File: src/rtl/peribus_arbiter.sv
// peribus_arbiter: two-master round-robin arbiter and strobe sequencer
// in front of the peripheral bus controller.
//
// Ports:
//   CLOCK_50, reset         clock, synchronous active-high reset
//   m{0,1}_req/_we/_addr    master request, direction, address
//   m{0,1}_wdata            master write data
//   m{0,1}_rdata, _ack      registered read data, one-cycle ack
//   pb_addr, pb_write_data  bus address / write data (held per txn)
//   pb_read_data            bus read data
//   pb_write_enable         bus write strobe
//   pb_read_enable          bus read strobe
//   busy, owner             transaction in flight, granted master
module peribus_arbiter #(
    parameter int ADDR_WIDTH    = 8,
    parameter int DATA_WIDTH    = 16,
    parameter int STROBE_CYCLES = 2
) (
    input  logic                  CLOCK_50,
    input  logic                  reset,
    input  logic                  m0_req,
    input  logic                  m0_we,
    input  logic [ADDR_WIDTH-1:0] m0_addr,
    input  logic [DATA_WIDTH-1:0] m0_wdata,
    output logic [DATA_WIDTH-1:0] m0_rdata,
    output logic                  m0_ack,
    input  logic                  m1_req,
    input  logic                  m1_we,
    input  logic [ADDR_WIDTH-1:0] m1_addr,
    input  logic [DATA_WIDTH-1:0] m1_wdata,
    output logic [DATA_WIDTH-1:0] m1_rdata,
    output logic                  m1_ack,
    output logic [ADDR_WIDTH-1:0] pb_addr,
    output logic [DATA_WIDTH-1:0] pb_write_data,
    input  logic [DATA_WIDTH-1:0] pb_read_data,
    output logic                  pb_write_enable,
    output logic                  pb_read_enable,
    output logic                  busy,
    output logic                  owner
);

    typedef enum logic [2:0] {
        IDLE,
        SETUP,
        STROBE,
        HOLD,
        ACK
    } state_t;

    localparam logic [3:0] LAST_CNT = 4'(STROBE_CYCLES - 1);

    state_t                state_q, state_d;
    logic [3:0]            cnt_q, cnt_d;
    logic                  we_q, we_d;
    logic                  owner_q, owner_d;
    logic                  last_owner_q, last_owner_d;
    logic                  busy_q, busy_d;
    logic [ADDR_WIDTH-1:0] addr_q, addr_d;
    logic [DATA_WIDTH-1:0] wdata_q, wdata_d;
    logic                  pb_we_q, pb_we_d;
    logic                  pb_re_q, pb_re_d;
    logic                  ack0_q, ack0_d;
    logic                  ack1_q, ack1_d;
    logic [DATA_WIDTH-1:0] rdata0_q, rdata0_d;
    logic [DATA_WIDTH-1:0] rdata1_q, rdata1_d;
    logic                  grant;

    always_comb begin
        state_d      = state_q;
        cnt_d        = cnt_q;
        we_d         = we_q;
        owner_d      = owner_q;
        last_owner_d = last_owner_q;
        busy_d       = busy_q;
        addr_d       = addr_q;
        wdata_d      = wdata_q;
        rdata0_d     = rdata0_q;
        rdata1_d     = rdata1_q;
        pb_we_d      = 1'b0;
        pb_re_d      = 1'b0;
        ack0_d       = 1'b0;
        ack1_d       = 1'b0;
        grant        = 1'b0;

        unique case (state_q)
            IDLE: begin
                if (m0_req || m1_req) begin
                    // On a tie the master that did not go last wins.
                    grant   = (m0_req && m1_req) ? ~last_owner_q : m1_req;
                    owner_d = grant;
                    we_d    = grant ? m1_we    : m0_we;
                    addr_d  = grant ? m1_addr  : m0_addr;
                    wdata_d = grant ? m1_wdata : m0_wdata;
                    busy_d  = 1'b1;
                    state_d = SETUP;
                end
            end
            SETUP: begin
                cnt_d   = 4'd0;
                pb_we_d = we_q;
                pb_re_d = ~we_q;
                state_d = STROBE;
            end
            STROBE: begin
                if (cnt_q == LAST_CNT) begin
                    // Capture on the edge that ends the last strobe cycle.
                    if (!we_q && !owner_q) rdata0_d = pb_read_data;
                    if (!we_q &&  owner_q) rdata1_d = pb_read_data;
                    state_d = HOLD;
                end else begin
                    cnt_d   = cnt_q + 4'd1;
                    pb_we_d = we_q;
                    pb_re_d = ~we_q;
                end
            end
            HOLD: begin
                ack0_d  = ~owner_q;
                ack1_d  = owner_q;
                state_d = ACK;
            end
            ACK: begin
                last_owner_d = owner_q;
                busy_d       = 1'b0;
                state_d      = IDLE;
            end
            default: state_d = IDLE;
        endcase
    end

    always_ff @(posedge CLOCK_50) begin
        if (reset) begin
            state_q      <= IDLE;
            cnt_q        <= 4'd0;
            we_q         <= 1'b0;
            owner_q      <= 1'b0;
            last_owner_q <= 1'b1;
            busy_q       <= 1'b0;
            addr_q       <= '0;
            wdata_q      <= '0;
            pb_we_q      <= 1'b0;
            pb_re_q      <= 1'b0;
            ack0_q       <= 1'b0;
            ack1_q       <= 1'b0;
            rdata0_q     <= '0;
            rdata1_q     <= '0;
        end else begin
            state_q      <= state_d;
            cnt_q        <= cnt_d;
            we_q         <= we_d;
            owner_q      <= owner_d;
            last_owner_q <= last_owner_d;
            busy_q       <= busy_d;
            addr_q       <= addr_d;
            wdata_q      <= wdata_d;
            pb_we_q      <= pb_we_d;
            pb_re_q      <= pb_re_d;
            ack0_q       <= ack0_d;
            ack1_q       <= ack1_d;
            rdata0_q     <= rdata0_d;
            rdata1_q     <= rdata1_d;
        end
    end

    assign pb_addr         = addr_q;
    assign pb_write_data   = wdata_q;
    assign pb_write_enable = pb_we_q;
    assign pb_read_enable  = pb_re_q;
    assign m0_ack          = ack0_q;
    assign m1_ack          = ack1_q;
    assign m0_rdata        = rdata0_q;
    assign m1_rdata        = rdata1_q;
    assign busy            = busy_q;
    assign owner           = owner_q;

endmodule

File: config.mk
export PLATFORM = sky130hd
export DESIGN_NAME = peribus_arbiter
export DESIGN_NICKNAME = d
export VERILOG_FILES = /design/src/rtl/peribus_arbiter.sv
export SDC_FILE = /design/constraint.sdc
export NUM_CORES = 1
export LEC_CHECK = 0
export CORE_ASPECT_RATIO = 0.5
export CORE_MARGIN = 2
export CORE_UTILIZATION = 42
export DETAILED_ROUTE_END_ITERATION = 12
export MAX_ROUTING_LAYER = met4
export PLACE_DENSITY = 0.87
export SYNTH_ARGS = -nofsm -noshare
export SYNTH_HDL_FRONTEND = slang
export SYNTH_SLANG_ARGS = --single-unit
File: constraint.sdc
create_clock -name CLOCK_50 -period 2.5 [get_ports CLOCK_50]
set_input_delay 0.75 -clock CLOCK_50 [delete_from_list [all_inputs] [get_ports CLOCK_50]]
set_output_delay 0.75 -clock CLOCK_50 [all_outputs]
set_load 0.02 [all_outputs]
# ---- Word level (Yosys, flattened, before mapping)
# Cells that the tools add are included.
dict set report word_totals {
  reg_bits 71
  latchBits 0
  inputBits 70
  rom_bits 0
  mem_count 0
  wordCells 58
  ramBits 0
}
dict set report op_classes {
  muxes 15
  bitwise 4
  mul 0
  reduce_logical 16
  n_eq_ne 8
  shift 0
  div_mod_pow 0
  order_cmp 0
  n_addsub 1
}
# op count
set op_table {}
lappend op_table {{$mux W16} 1}
lappend op_table {{$pmux W3 S4} 1}
lappend op_table {{$mux W8} 1}
lappend op_table {{$pmux W4 S2} 1}
lappend op_table {{$reduce_and A2 Y1} 4}
lappend op_table {{$eq A3 B2 Y1 const B} 2}
lappend op_table {{$mux W3} 2}
lappend op_table {{$ne A2 B2 Y1 const B} 3}
lappend op_table {{$pmux W1 S2} 3}
lappend op_table {{$reduce_and A3 Y1} 2}
lappend op_table {{$mux W1} 5}
lappend op_table {{$add A4 B1 Y4 const B} 1}
lappend op_table {{$eq A4 B1 Y1 const B} 1}
lappend op_table {{$mux W4} 1}
lappend op_table {{$not A1 Y1} 4}
lappend op_table {{$reduce_bool A2 Y1} 2}
lappend op_table {{$eq A3 B1 Y1 const B} 1}
lappend op_table {{$eq A3 B3 Y1 const B} 1}
lappend op_table {{$logic_and A1 B1 Y1} 3}
lappend op_table {{$logic_not A3 Y1} 1}
lappend op_table {{$logic_not A1 Y1} 2}
lappend op_table {{$reduce_or A2 Y1} 1}
lappend op_table {{$logic_or A1 B1 Y1} 1}

# ---- Logic depth before layout (Yosys ltp)
dict set report logic_depth {
  depth_word 3
  ltp_mapped 7
  mapped_depth_nobuf 5
}

# ---- Worst setup path after synthesis
# Ideal clock, no wire load.
dict set report synth_timing {
  path_kind {input to register}
  from {input port m1_req}
  to {register addr_q[0], in the netlist pb_addr[0]}
  slack_ns 0.658
  arrival_time_ns 1.747
  setup_ns 0.095
  required_time_ns 2.405
  stages 5
  path_cell_list {a21bo_2 clkbuf_1 clkbuf_1 o32ai_1 a221oi_1}
}
dict set report synth_between {
  elab_chain_len 3
}
# item line_no
set synth_rtl {}
lappend synth_rtl {{from (decl)} 27} ;# input logic m1_req,
lappend synth_rtl {{$logic_and A1 B1 Y1} 89} ;# grant = (m0_req && m1_req) ? ~last_owner_q : m1_req;
lappend synth_rtl {{$mux W1} 89}
lappend synth_rtl {{$mux W8} 92} ;# addr_d = grant ? m1_addr : m0_addr;
lappend synth_rtl {{to (signal assigned)} 153} ;# addr_q <= addr_d;
lappend synth_rtl {{to (decl)} 58} ;# logic [ADDR_WIDTH-1:0] addr_q, addr_d;
# Parallel ways exist; a longest one is shown, timed or not.
# A chain may end at the register's enable or synchronous reset.

# ---- Worst setup path in the final report
dict set report layout_timing {
  from {register owner_q, in the netlist owner}
  to {output port owner}
}
# item line_no
set layout_lines {}
lappend layout_lines {{from (decl)} 55} ;# logic owner_q, owner_d;
lappend layout_lines {{from (signal assigned)} 150} ;# owner_q <= owner_d;
lappend layout_lines {{to (decl)} 39} ;# output logic owner
# No word-level cell between the ends.

==> metrics.csv <==
stage;metric;value;unit
grt;grt_pass1_wl;13300;microns
final_layout;multi_input_comb_area;1460;sq um
min_path;min_path_cells;2;
sta;fin_skew;0.00482;ns
setup_path;cp_slowest_cell;clkdlybuf4s50_1;
sta;max_freq;443;MHz
setup_path;cpPeakStageDelay;0.67;ns
grt;grt_max_degree;59;
floorplan;ios;132;
synthesis;syn_area;3110;sq um
setup_path;rr_startpoint;cnt_q[0];
sta;tightest_slew;0.795;ns
sta;relSlewSlack;0.470;
clock_network;cts_htree_levels;3;
floorplan;start_util;0.430;
sta;final-setup-viol-count;0;
setup_path;r2r_slack;0.43;ns
floorplan;core;7240;sq um
route;route.detailed.drc;0;
setup_path;cpLargestDelayFamily;buffers and inverters;
clock_network;path_clk_slew;0.05;ns
power;ir_drop;0.435;mV
grt;grt_use_total;0.209;
final_layout;area_growth_syn_to_layout;53.5;%
synthesis;synthArstFlopShare;0;
min_path;hold_class;reg2reg;
placement;gp_congestion;0.813;
final_layout;drive_above_1_share;0.0656;
clock_network;cts_resized;0;
synthesis;synth_cell_types;41;
route;via_count;2810;
grt;grt.met3_usage;0.0628;
grt;grt_pass1_vias;2753;
power;totalPowerFinal;3.40;mW
route;firstDrtPassIters;5;
setup_path;crit_type;reg2out;
clock_network;clkLatencyLatePin;0.33;ns
placement;hpwl;5460;microns
clock_network;clock-sinks;71;
setup_path;cp.arrival;1.51;ns
clock_network;clock_path_buffers;2;
synthesis;syn_nets;388;
route;routed_via_density;5.22;
synthesis;synth_top_family_by_area;compound AO/OA/AOI/OAI gates;
setup_path;cp-start-kind;register;
sta;rsz0062_at_grt;false;
placement;portBuffers;131;
synthesis;synth_xor_area_frac;0.00281;
synthesis;synth.avg_cell_area;9.85;sq um
min_path;min_from;pb_addr[2];
route;ant_nets;0;
final_layout;diodes;0;
synthesis;synth_mux_area_frac;0.106;
final_layout;fin_cells;538;
sta;hold_viol_final;0;
synthesis;synth_cells;316;
setup_path;path_buf_inv;1;
grt;top_usage_layer;met2;
clock_network;cts_tree;built;
grt;antenna_found_initial;0;
route;wl;8030;microns
sta;final.min_clock_period;2.26;ns
clock_network;post_cts_buffers;0;
synthesis;synthAdderAreaFrac;0.00804;
grt;use_met2;0.346;
power;power_density;712;nW/um^2
route;wire_per_inst;14.9;microns
final_layout;layout_commonest_cell;clkdlybuf4s50_1;
synthesis;seq_area_frac_synth;0.457;
setup_path;crit_fanout;9;
floorplan;placement_rows;22;
synthesis;synth-seq-cells;71;
final_layout;final_cell_mix;clkdlybuf4s50_1 (130), dfxtp_1 (71), nand2b_1 (50);
setup_path;r2r-end;m0_rdata[0];
placement;place_inst;523;
flow_run;max_cap_viol_count;0;
synthesis;synthSimpleGateAreaFrac;0.171;
setup_path;crit_chain;clkdlybuf4s50_1;
setup_path;path_depth;1;
clock_network;cts_root_buffer;clkbuf_16;
grt;grt_use_met1;0.249;
sta;fin_setup_tns;0;ns
floorplan;design.die.area;8160;sq um
sta;slew_viol_final;0;
synthesis;synth_edf_count;0;
synthesis;yosys_warnings;0;
floorplan;die_h;64.9;microns
run_status;status;completed;
sta;final.period_utilization;0.903;
setup_path;endpoint_kind;output pin;
power;p_leak;1.78;nW
final_layout;final_nets;510;
grt;overflow;0;
floorplan;die_width;126;microns
final_layout;regArea;1420;sq um
setup_path;crit_required;1.75;ns
setup_path;rr_worst_depth;4;
clock_network;ctsHoldBuffers;0;
clock_network;numCtsBuffers;9;
synthesis;synth_flop_cell;dfxtp_1;
synthesis;synth-compound-area-share;0.179;
min_path;min_to;pb_addr[2];
route;first_iter_violations;152;
final_layout;nFillCells;589;
## worst max path at each step
| stage | from | endpoint | slack [ns] |
|---|---|---|---|
| after detailed placement | m0_req | pb_write_data[6] | 0.10 |
| after global placement | m1_req | owner | 0.14 |
| after floorplan | m1_req | pb_addr[0] | 0.66 |
| after CTS | owner | owner | 0.23 |
| final | owner | owner | 0.24 |
| after global routing | owner | owner | 0.19 |
## flip-flops by register name, indices dropped and copies added (netlist names)
signal / cells
m0_rdata: 16
m1_rdata: 16
pb_write_data: 16
pb_addr: 8
cnt_q: 4
state_q: 3
busy: 1
last_owner_q: 1
m0_ack: 1
m1_ack: 1
owner: 1
pb_read_enable: 1
pb_write_enable: 1
we_q: 1
## power by group
part	internal, mW	switching [mW]
registers	1.26	0.0843
logic	0.457	0.470
clock network	0.692	0.440
## synth_stat cells (2+ instances only)
| cell type | count | area share |
|---|---|---|
| buf_1 | 2 | 0.0024 |
| nand4_1 | 3 | 0.0060 |
| nand2_1 | 2 | 0.0024 |
| ha_1 | 2 | 0.0080 |
| dfxtp_1 | 71 | 0.46 |
| nor3b_1 | 2 | 0.0048 |
| and3_1 | 2 | 0.0040 |
| or4_1 | 2 | 0.0048 |
| a31oi_1 | 3 | 0.0060 |
| buf_2 | 2 | 0.0032 |
| a221oi_1 | 25 | 0.070 |
| a211o_1 | 2 | 0.0056 |
| buf_6 | 2 | 0.0072 |
| mux2i_1 | 33 | 0.11 |
| nand3b_1 | 2 | 0.0048 |
| nand2b_1 | 50 | 0.10 |
| clkbuf_1 | 24 | 0.029 |
| nor2b_1 | 3 | 0.0060 |
| a21oi_1 | 4 | 0.0064 |
| o32ai_1 | 25 | 0.070 |
| inv_1 | 27 | 0.033 |
| nand3_1 | 2 | 0.0032 |
| o21ai_0 | 4 | 0.0064 |
| nor3_2 | 2 | 0.0064 |
| nor3_1 | 3 | 0.0048 |
| nor2_1 | 2 | 0.0024 |
## final cells by class
type	instances	area share
Clock buffer	14	0.0532
Multi-Input combinational cell	187	0.307
Inverter	28	0.0220
Tap cell	96	0.0252
Timing Repair Buffer	141	0.294
Sequential cell	71	0.298
Clock inverter	1	0.00105
## layer usage
metal	share of wire	vias up
met5	0	-
met4	0.013	0
met3	0.058	14
met2	0.47	81
met1	0.45	1314
li1	-	1401
## logic make-up (layout without fill, tap and decap cells)
family,count (synthesis),count (layout)
mux,33,33
xor+xnor,1,1
compound gates,68,68
simple gates,83,83
fa+ha+maj,2,2
buf+inv,58,184
flops,71,71
## through the flow
stage | setup slack (ns) | utilization | hold slack [ns] | area, sq um
after global routing | 0.190 | 0.660 | 0.485 | 4780
after detailed placement | 0.104 | 0.624 | 0.457 | 4520
after global placement | 0.137 | 0.624 | 0.453 | 4520
after floorplan | 0.658 | - | 0.448 | 3110
after CTS | 0.233 | 0.660 | 0.465 | 4780
final | 0.242 | 0.660 | 0.464 | 4780
(Power assumes the default switching activity.)
